## src/rtl/tone_envelope_shaper.sv

```systemverilog
//-----------------------------------------------------------------------------
// tone_envelope_shaper
// Takes the 8-bit phase from the tone generator and turns it into one of four
// waveforms. The ADSR envelope, driven by the key gate, scales that waveform.
// The enveloped sample is emitted as an 8-bit value and as a first-order
// sigma-delta bit stream for an external RC filter.
//
// Pipeline: phase_in -> raw_q (stage 1) -> sample_out (stage 2) -> pwm_out.
// The envelope value is sampled at stage 2.
//-----------------------------------------------------------------------------
`timescale 1ns/1ps

module tone_envelope_shaper #(
    parameter int TICK_DIV = 16        // clocks per envelope tick, >= 1
) (
    input  logic       clk,
    input  logic       reset,          // synchronous, active-high
    input  logic [7:0] phase_in,
    input  logic [1:0] wave_sel,
    input  logic       gate,
    input  logic [3:0] attack_rate,
    input  logic [3:0] decay_rate,
    input  logic [3:0] sustain_lvl,
    input  logic [3:0] release_rate,
    output logic [7:0] sample_out,
    output logic [7:0] env_out,
    output logic [2:0] env_state,
    output logic       pwm_out
);

    // Prescaler width; a TICK_DIV of 1 still needs a 1-bit counter.
    localparam int CW = (TICK_DIV > 1) ? $clog2(TICK_DIV) : 1;
    localparam logic [CW-1:0] TICK_LAST = CW'(TICK_DIV - 1);

    typedef enum logic [2:0] {
        ST_IDLE    = 3'd0,
        ST_ATTACK  = 3'd1,
        ST_DECAY   = 3'd2,
        ST_SUSTAIN = 3'd3,
        ST_RELEASE = 3'd4
    } env_state_e;

    typedef enum logic [1:0] {
        WAVE_SAW      = 2'd0,
        WAVE_SQUARE   = 2'd1,
        WAVE_TRIANGLE = 2'd2,
        WAVE_PULSE25  = 2'd3
    } wave_e;

    // ------------------------------------------------------------------
    // Registers
    // ------------------------------------------------------------------
    logic [CW-1:0] cnt_q;
    logic [3:0]    sub_q;
    env_state_e    state_q;
    logic [7:0]    env_q;
    logic [7:0]    raw_q;
    logic [7:0]    sample_q;
    logic [7:0]    sd_acc_q;
    logic          pwm_q;

    // Next-state / combinational values
    logic          tick;
    logic          step;
    logic [3:0]    rate;
    logic [7:0]    sustain_target;
    logic [7:0]    raw_d;
    logic [15:0]   prod;
    logic [7:0]    sample_d;
    logic [8:0]    sd_sum;

    // ------------------------------------------------------------------
    // Envelope timebase
    // ------------------------------------------------------------------

    // Free-running prescaler producing one tick every TICK_DIV clocks.
    always_ff @(posedge clk) begin
        // NOTE: sequential state is always assigned with <= so every register
        // samples its inputs at the same edge regardless of statement order.
        if (reset) begin
            cnt_q <= '0;
        end else if (cnt_q == TICK_LAST) begin
            cnt_q <= '0;
        end else begin
            cnt_q <= cnt_q + CW'(1);
        end
    end

    assign tick = (cnt_q == TICK_LAST);

    // Select the step divider belonging to the current envelope phase.
    always_comb begin
        // NOTE: every combinational output gets a default first, so no path
        // through the block can leave it unassigned and infer a latch.
        rate = 4'd0;
        case (state_q)
            ST_ATTACK:  rate = attack_rate;
            ST_DECAY:   rate = decay_rate;
            ST_RELEASE: rate = release_rate;
            default:    rate = 4'd0;
        endcase
    end

    // The envelope moves one unit after (rate+1) ticks in the current phase.
    assign step           = tick && (sub_q == rate);
    assign sustain_target = {sustain_lvl, sustain_lvl};

    // ------------------------------------------------------------------
    // ADSR state machine, envelope value and tick sub-counter
    // ------------------------------------------------------------------

    // Envelope FSM: rows are checked in priority order; any state change
    // restarts the sub-counter so a new phase always gets a full interval.
    always_ff @(posedge clk) begin
        if (reset) begin
            state_q <= ST_IDLE;
            env_q   <= 8'd0;
            sub_q   <= 4'd0;
        end else begin
            // Baseline sub-counter behaviour; the later assignments below
            // (step, state change) take precedence as the last write wins.
            if (tick) begin
                sub_q <= sub_q + 4'd1;
            end
            if (step) begin
                sub_q <= 4'd0;
            end

            case (state_q)
                ST_IDLE: begin
                    env_q <= 8'd0;
                    if (gate) begin
                        state_q <= ST_ATTACK;
                        sub_q   <= 4'd0;
                    end
                end

                ST_ATTACK: begin
                    if (!gate) begin
                        state_q <= ST_RELEASE;
                        sub_q   <= 4'd0;
                    end else if (env_q == 8'hFF) begin
                        state_q <= ST_DECAY;
                        sub_q   <= 4'd0;
                    end else if (step) begin
                        env_q <= env_q + 8'd1;
                    end
                end

                ST_DECAY: begin
                    if (!gate) begin
                        state_q <= ST_RELEASE;
                        sub_q   <= 4'd0;
                    end else if (env_q <= sustain_target) begin
                        state_q <= ST_SUSTAIN;
                        sub_q   <= 4'd0;
                    end else if (step) begin
                        env_q <= env_q - 8'd1;
                    end
                end

                ST_SUSTAIN: begin
                    // Envelope is frozen here; sustain_lvl is only a target
                    // for the decay phase, not a live level.
                    if (!gate) begin
                        state_q <= ST_RELEASE;
                        sub_q   <= 4'd0;
                    end
                end

                ST_RELEASE: begin
                    // Retrigger keeps the current level to avoid a click.
                    if (gate) begin
                        state_q <= ST_ATTACK;
                        sub_q   <= 4'd0;
                    end else if (env_q == 8'd0) begin
                        state_q <= ST_IDLE;
                        sub_q   <= 4'd0;
                    end else if (step) begin
                        env_q <= env_q - 8'd1;
                    end
                end

                default: begin
                    // Unreachable encodings recover to a silent idle.
                    state_q <= ST_IDLE;
                    env_q   <= 8'd0;
                    sub_q   <= 4'd0;
                end
            endcase
        end
    end

    // ------------------------------------------------------------------
    // Waveform shaping (stage 1)
    // ------------------------------------------------------------------

    // Map the phase to the selected waveform.
    always_comb begin
        raw_d = phase_in;
        case (wave_e'(wave_sel))
            WAVE_SAW:      raw_d = phase_in;
            WAVE_SQUARE:   raw_d = phase_in[7] ? 8'h00 : 8'hFF;
            WAVE_TRIANGLE: raw_d = phase_in[7] ? ~{phase_in[6:0], 1'b0}
                                               :  {phase_in[6:0], 1'b0};
            WAVE_PULSE25:  raw_d = (phase_in[7:6] == 2'b00) ? 8'hFF : 8'h00;
            default:       raw_d = phase_in;
        endcase
    end

    // Register the shaped waveform.
    always_ff @(posedge clk) begin
        if (reset) begin
            raw_q <= 8'd0;
        end else begin
            raw_q <= raw_d;
        end
    end

    // ------------------------------------------------------------------
    // Envelope scaling (stage 2)
    // ------------------------------------------------------------------

    // Unsigned 8x8 multiply keeping the upper byte; full scale maps to 254.
    always_comb begin
        prod     = 16'(raw_q) * 16'(env_q);
        sample_d = 8'(prod >> 8);
    end

    // Register the enveloped sample.
    always_ff @(posedge clk) begin
        if (reset) begin
            sample_q <= 8'd0;
        end else begin
            sample_q <= sample_d;
        end
    end

    // ------------------------------------------------------------------
    // First-order sigma-delta modulator
    // ------------------------------------------------------------------

    // The carry out of the 8-bit accumulator is the output bit, giving a
    // ones density of sample_out/256.
    assign sd_sum = {1'b0, sd_acc_q} + {1'b0, sample_q};

    // Accumulate the sample and register the carry as the pin value.
    always_ff @(posedge clk) begin
        if (reset) begin
            sd_acc_q <= 8'd0;
            pwm_q    <= 1'b0;
        end else begin
            sd_acc_q <= sd_sum[7:0];
            pwm_q    <= sd_sum[8];
        end
    end

    // ------------------------------------------------------------------
    // Outputs
    // ------------------------------------------------------------------
    assign sample_out = sample_q;
    assign env_out    = env_q;
    assign env_state  = state_q;
    assign pwm_out    = pwm_q;

endmodule

```

## config.mk

```make
export PLATFORM = sky130hd
export DESIGN_NAME = tone_envelope_shaper
export DESIGN_NICKNAME = d
export VERILOG_FILES = /design/src/rtl/tone_envelope_shaper.sv
export SDC_FILE = /design/constraint.sdc
export NUM_CORES = 1
export LEC_CHECK = 0
export BUFFER_PORTS_ARGS = -buffer_cell sky130_fd_sc_hd__buf_2
export CORE_ASPECT_RATIO = 1.2
export CORE_MARGIN = 4
export CORE_UTILIZATION = 65
export DETAILED_ROUTE_END_ITERATION = 10
export GPL_TIMING_DRIVEN = 0
export PLACE_DENSITY_LB_ADDON = 0.2
export SLEW_MARGIN = 20
export SYNTH_ARGS = -nofsm -noshare
export SYNTH_HDL_FRONTEND = slang
export SYNTH_SLANG_ARGS = --single-unit
```

## constraint.sdc

```tcl
create_clock -name clk -period 12.5 [get_ports clk]
set_clock_uncertainty 0.1 [all_clocks]
set_input_delay 1.875 -clock clk [delete_from_list [all_inputs] [get_ports clk]]
set_output_delay 1.875 -clock clk [all_outputs]
set_load 0.01 [all_outputs]
```

==> metrics.md <==
| Metric | Value |
|---|---|
| Status | `complete, no violations` |
| Mean Syn Cell Area | `8.67 um^2` |
| Synth Area in XOR/XNOR | `6.42%` |
| Tcrit/Tclk final | `41.8%` |
| Mux cell area share after synthesis | `0.695%` |
| Dominant cells by area after synthesis | `dfxtp_1 (20%), fa_1 (16%), ha_1 (16%)` |
| EDFF count, synth | `0` |
| # port buffers | `46` |
| All-Layer GR Usage | `24.2%` |
| Die area | `0.00832 mm^2` |
| Min setup slack post-route | `approximately 7300 ps` |
| Max incr delay on CP | `between 600 and 700 ps` |
| Critical Path Fanout Max | `10` |
| Max Clk Rate | `192 MHz` |
| Cell mode on critical path | `fa_1` |
| Total of max-cap violations | `0` |
| DIE WIDTH | `84.0 um` |
| Simple-gate share of the synthesized area | `21.4%` |
| DR vias | `3701` |
| GP Congestion | `0.859` |
| Total wire length | `9.26 mm` |
| Clk_lat worst skew | `approximately 300 ps` |
| Total negative slack | `0 ps` |
| WL/cell | `14.1 um` |
| Setup bufs post-CTS | `0` |
| CP Launch Type | `flop` |
| CTS tree | `yes` |
| Clock Tree Root | `clkbuf_8` |
| Worst relative slew slack | `58.9%` |
| Worst-margin pin slew | `614 ps` |
| Share of post-route cells with drive strength above 1 | `10.6%` |
| Initial antenna violation count | `0` |
| Setup crit end kind | `flop` |
| Adder and majority gate portion of the synthesized area | `32.6%` |
| Critical path depth in cells | `17` |
| Post-Syn Area | `0.00450 mm^2` |
| Fraction of registers with async set/reset | `0%` |
| CP required | `12580 ps` |
| R2R depth | `17` |
| Proportion of netlist area held by the largest area contributor | `around a fifth` |
| N_diodes | `0` |
| Maximum number of pins on one net before global-route repair | `14` |
| WHS Path Cells | `1` |
| Area Overhead vs Synth | `9.87%` |
| Row count | `32` |
| Flop2flop setup slack | `around 7300 ps` |
| CP Class | `reg2reg` |
| DP HPWL | `7.41 mm` |
| Count of buffer and inverter cells on the critical path | `3` |
| PostCTS Resize Cnt | `0` |
| Mapped Cells | `519` |
| Starting Density | `68.5%` |
| Post-route DRC | `0` |
| Hold crit path type | `reg2reg` |
| Pre-CTS setup slack | `7300 ps` |
| Seq/Total Area, Yosys | `19.6%` |
| CP Cell Sequence | `clkbuf_1 > and2_1 > fa_1 > fa_1 > inv_1 > fa_1 > inv_1 > fa_1 > ha_1 > a211oi_1 > o21a_1 > o21ai_1 > a2111oi_0 > nor2_1 > a21oi_1 > xor2_1 > nor2_1` |
| Clk slew on worst S/H paths | `approximately 80 ps` |
| 1st-pass router iterations | `5` |
| DR iter-0 viols | `180` |
| Antenna-violating nets left | `0` |
| Grt ovf | `0` |
| Number of buffers inserted during clock tree synthesis | `5` |
| Worst path slowest cell | `a2111oi_0` |
| Mapped Nets | `643` |
| Post-synth top flop | `dfxtp_1` |
| Largest family of logic cells by synthesized area | `adder cells` |
| Leading area contributor after synthesis | `dfxtp_1` |
| Finish-stage setup viols | `0` |
| Pwr/cell area | `about 100 mW/mm^2` |
| Fin nets | `696` |
| Library cells used by synthesis | `52` |
| Peak supply drop | `141 uV` |
| Max-slew violations | `0` |
| DR vias/cell | `5.62` |
| Unrepaired setup endpoints after global routing | `false` |
| DIE HEIGHT | `between 90 and 100 um` |
| Leakage power | `roughly 0.0025 uW` |
| Tmin final | `5220 ps` |
| Post-synthesis compound-gate area fraction | `12.9%` |
| First-pass GRT wire length | `16.8 mm` |
| Core Area | `0.00657 mm^2` |
| Number of synthesized register bits | `44` |
| Total clock sinks | `44` |
| Final Hold Vio Count | `0` |
| Max Buffers Root-to-Sink | `2` |
| Commonest non-fill, non-tap cell in the layout | `ha_1` |
| Hold Buf Count CTS | `0` |
| CP delay by family, top | `adder cells` |
| Final core occ | `75.3%` |
| Commonest non-fill, non-tap cells in the layout | `ha_1 (58), inv_1 (54), and2_1 (47), buf_2 (47), dfxtp_1 (44)` |
| CTS HTree Levels | `2` |
| IO Pins | `49` |
| Critical Path AT | `5300 ps` |
| Yosys warnings | `0` |
| Number of global-route vias before repair | `3796` |
path summary, 6_finish.rpt:
path,to,from
min,cnt_q[0],cnt_q[0]
min reg2reg,cnt_q[0],cnt_q[0]
max reg2reg,sample_out[5],env_out[4]
max,sample_out[5],env_out[4]
flip-flops by register name, summed over array words and instances, names as in the netlist:
signal / cells
cnt_q: 4
env_out: 8
env_state: 3
pwm_out: 1
raw_q: 8
sample_out: 8
sd_acc_q: 8
sub_q: 4
layer usage:
layer / track usage [%] / share of wire, % / wire [um] / vias to the layer above
li1: - / - / - / 1839
met1: 31.1 / 42 / 3920 / 1749
met2: 43.1 / 50 / 4660 / 101
met3: 3.81 / 6.1 / 568 / 12
met4: 5.57 / 1.2 / 112 / 0
met5: 0 / 0 / 0 / -
Yosys cell counts (4+ instances only):
master,instances
clkbuf_1,18
dfxtp_1,44
or3_1,5
xor2_1,7
o21a_1,6
a21o_1,10
o21ai_0,13
nor4_1,4
o21ai_1,7
and2_1,47
nor2b_1,13
xnor2_1,26
a21oi_1,34
nand3b_1,4
nor3_1,4
inv_1,54
fa_1,37
ha_1,58
nand4_1,5
nand2b_1,6
nor2_1,35
nand2_1,34
a211oi_1,4
o21bai_1,6
kinds of logic after synthesis:
kind of cell	count (synthesis)
buffers and inverters	76
AO/OA/AOI/OAI	93
XOR/XNOR	33
multiplexers	3
AND/OR/NAND/NOR	175
flip-flops	44
adder cells (fa/ha/maj)	95
per-stage QoR:
step / std cells / total power [uW] / cell area (um^2) / hold WS [ps]
after floorplan: 519 / 345 / 4500 / 353
after global placement: 650 / 396 / 4840 / 372
after detailed placement: 650 / 405 / 4840 / 382
after CTS: 658 / 514 / 4940 / 394
after global routing: 658 / 554 / 4940 / 424
final: 658 / 514 / 4940 / 392
power breakdown:
part           internal [uW]  switching [uW]
logic                   96.6             135
clock network           59.4            50.4
registers                153            19.4
area by class of cell:
cell class,instances,area (um^2)
inverters,55,206
well taps,85,106
flip-flops and latches,44,881
clock inverters,2,35.0
multi-input cells,399,3330
repair buffers,46,230
plain buffers,21,83.8
clock buffers,6,72.6
fillers,504,1620
(Power assumes the default switching activity.)
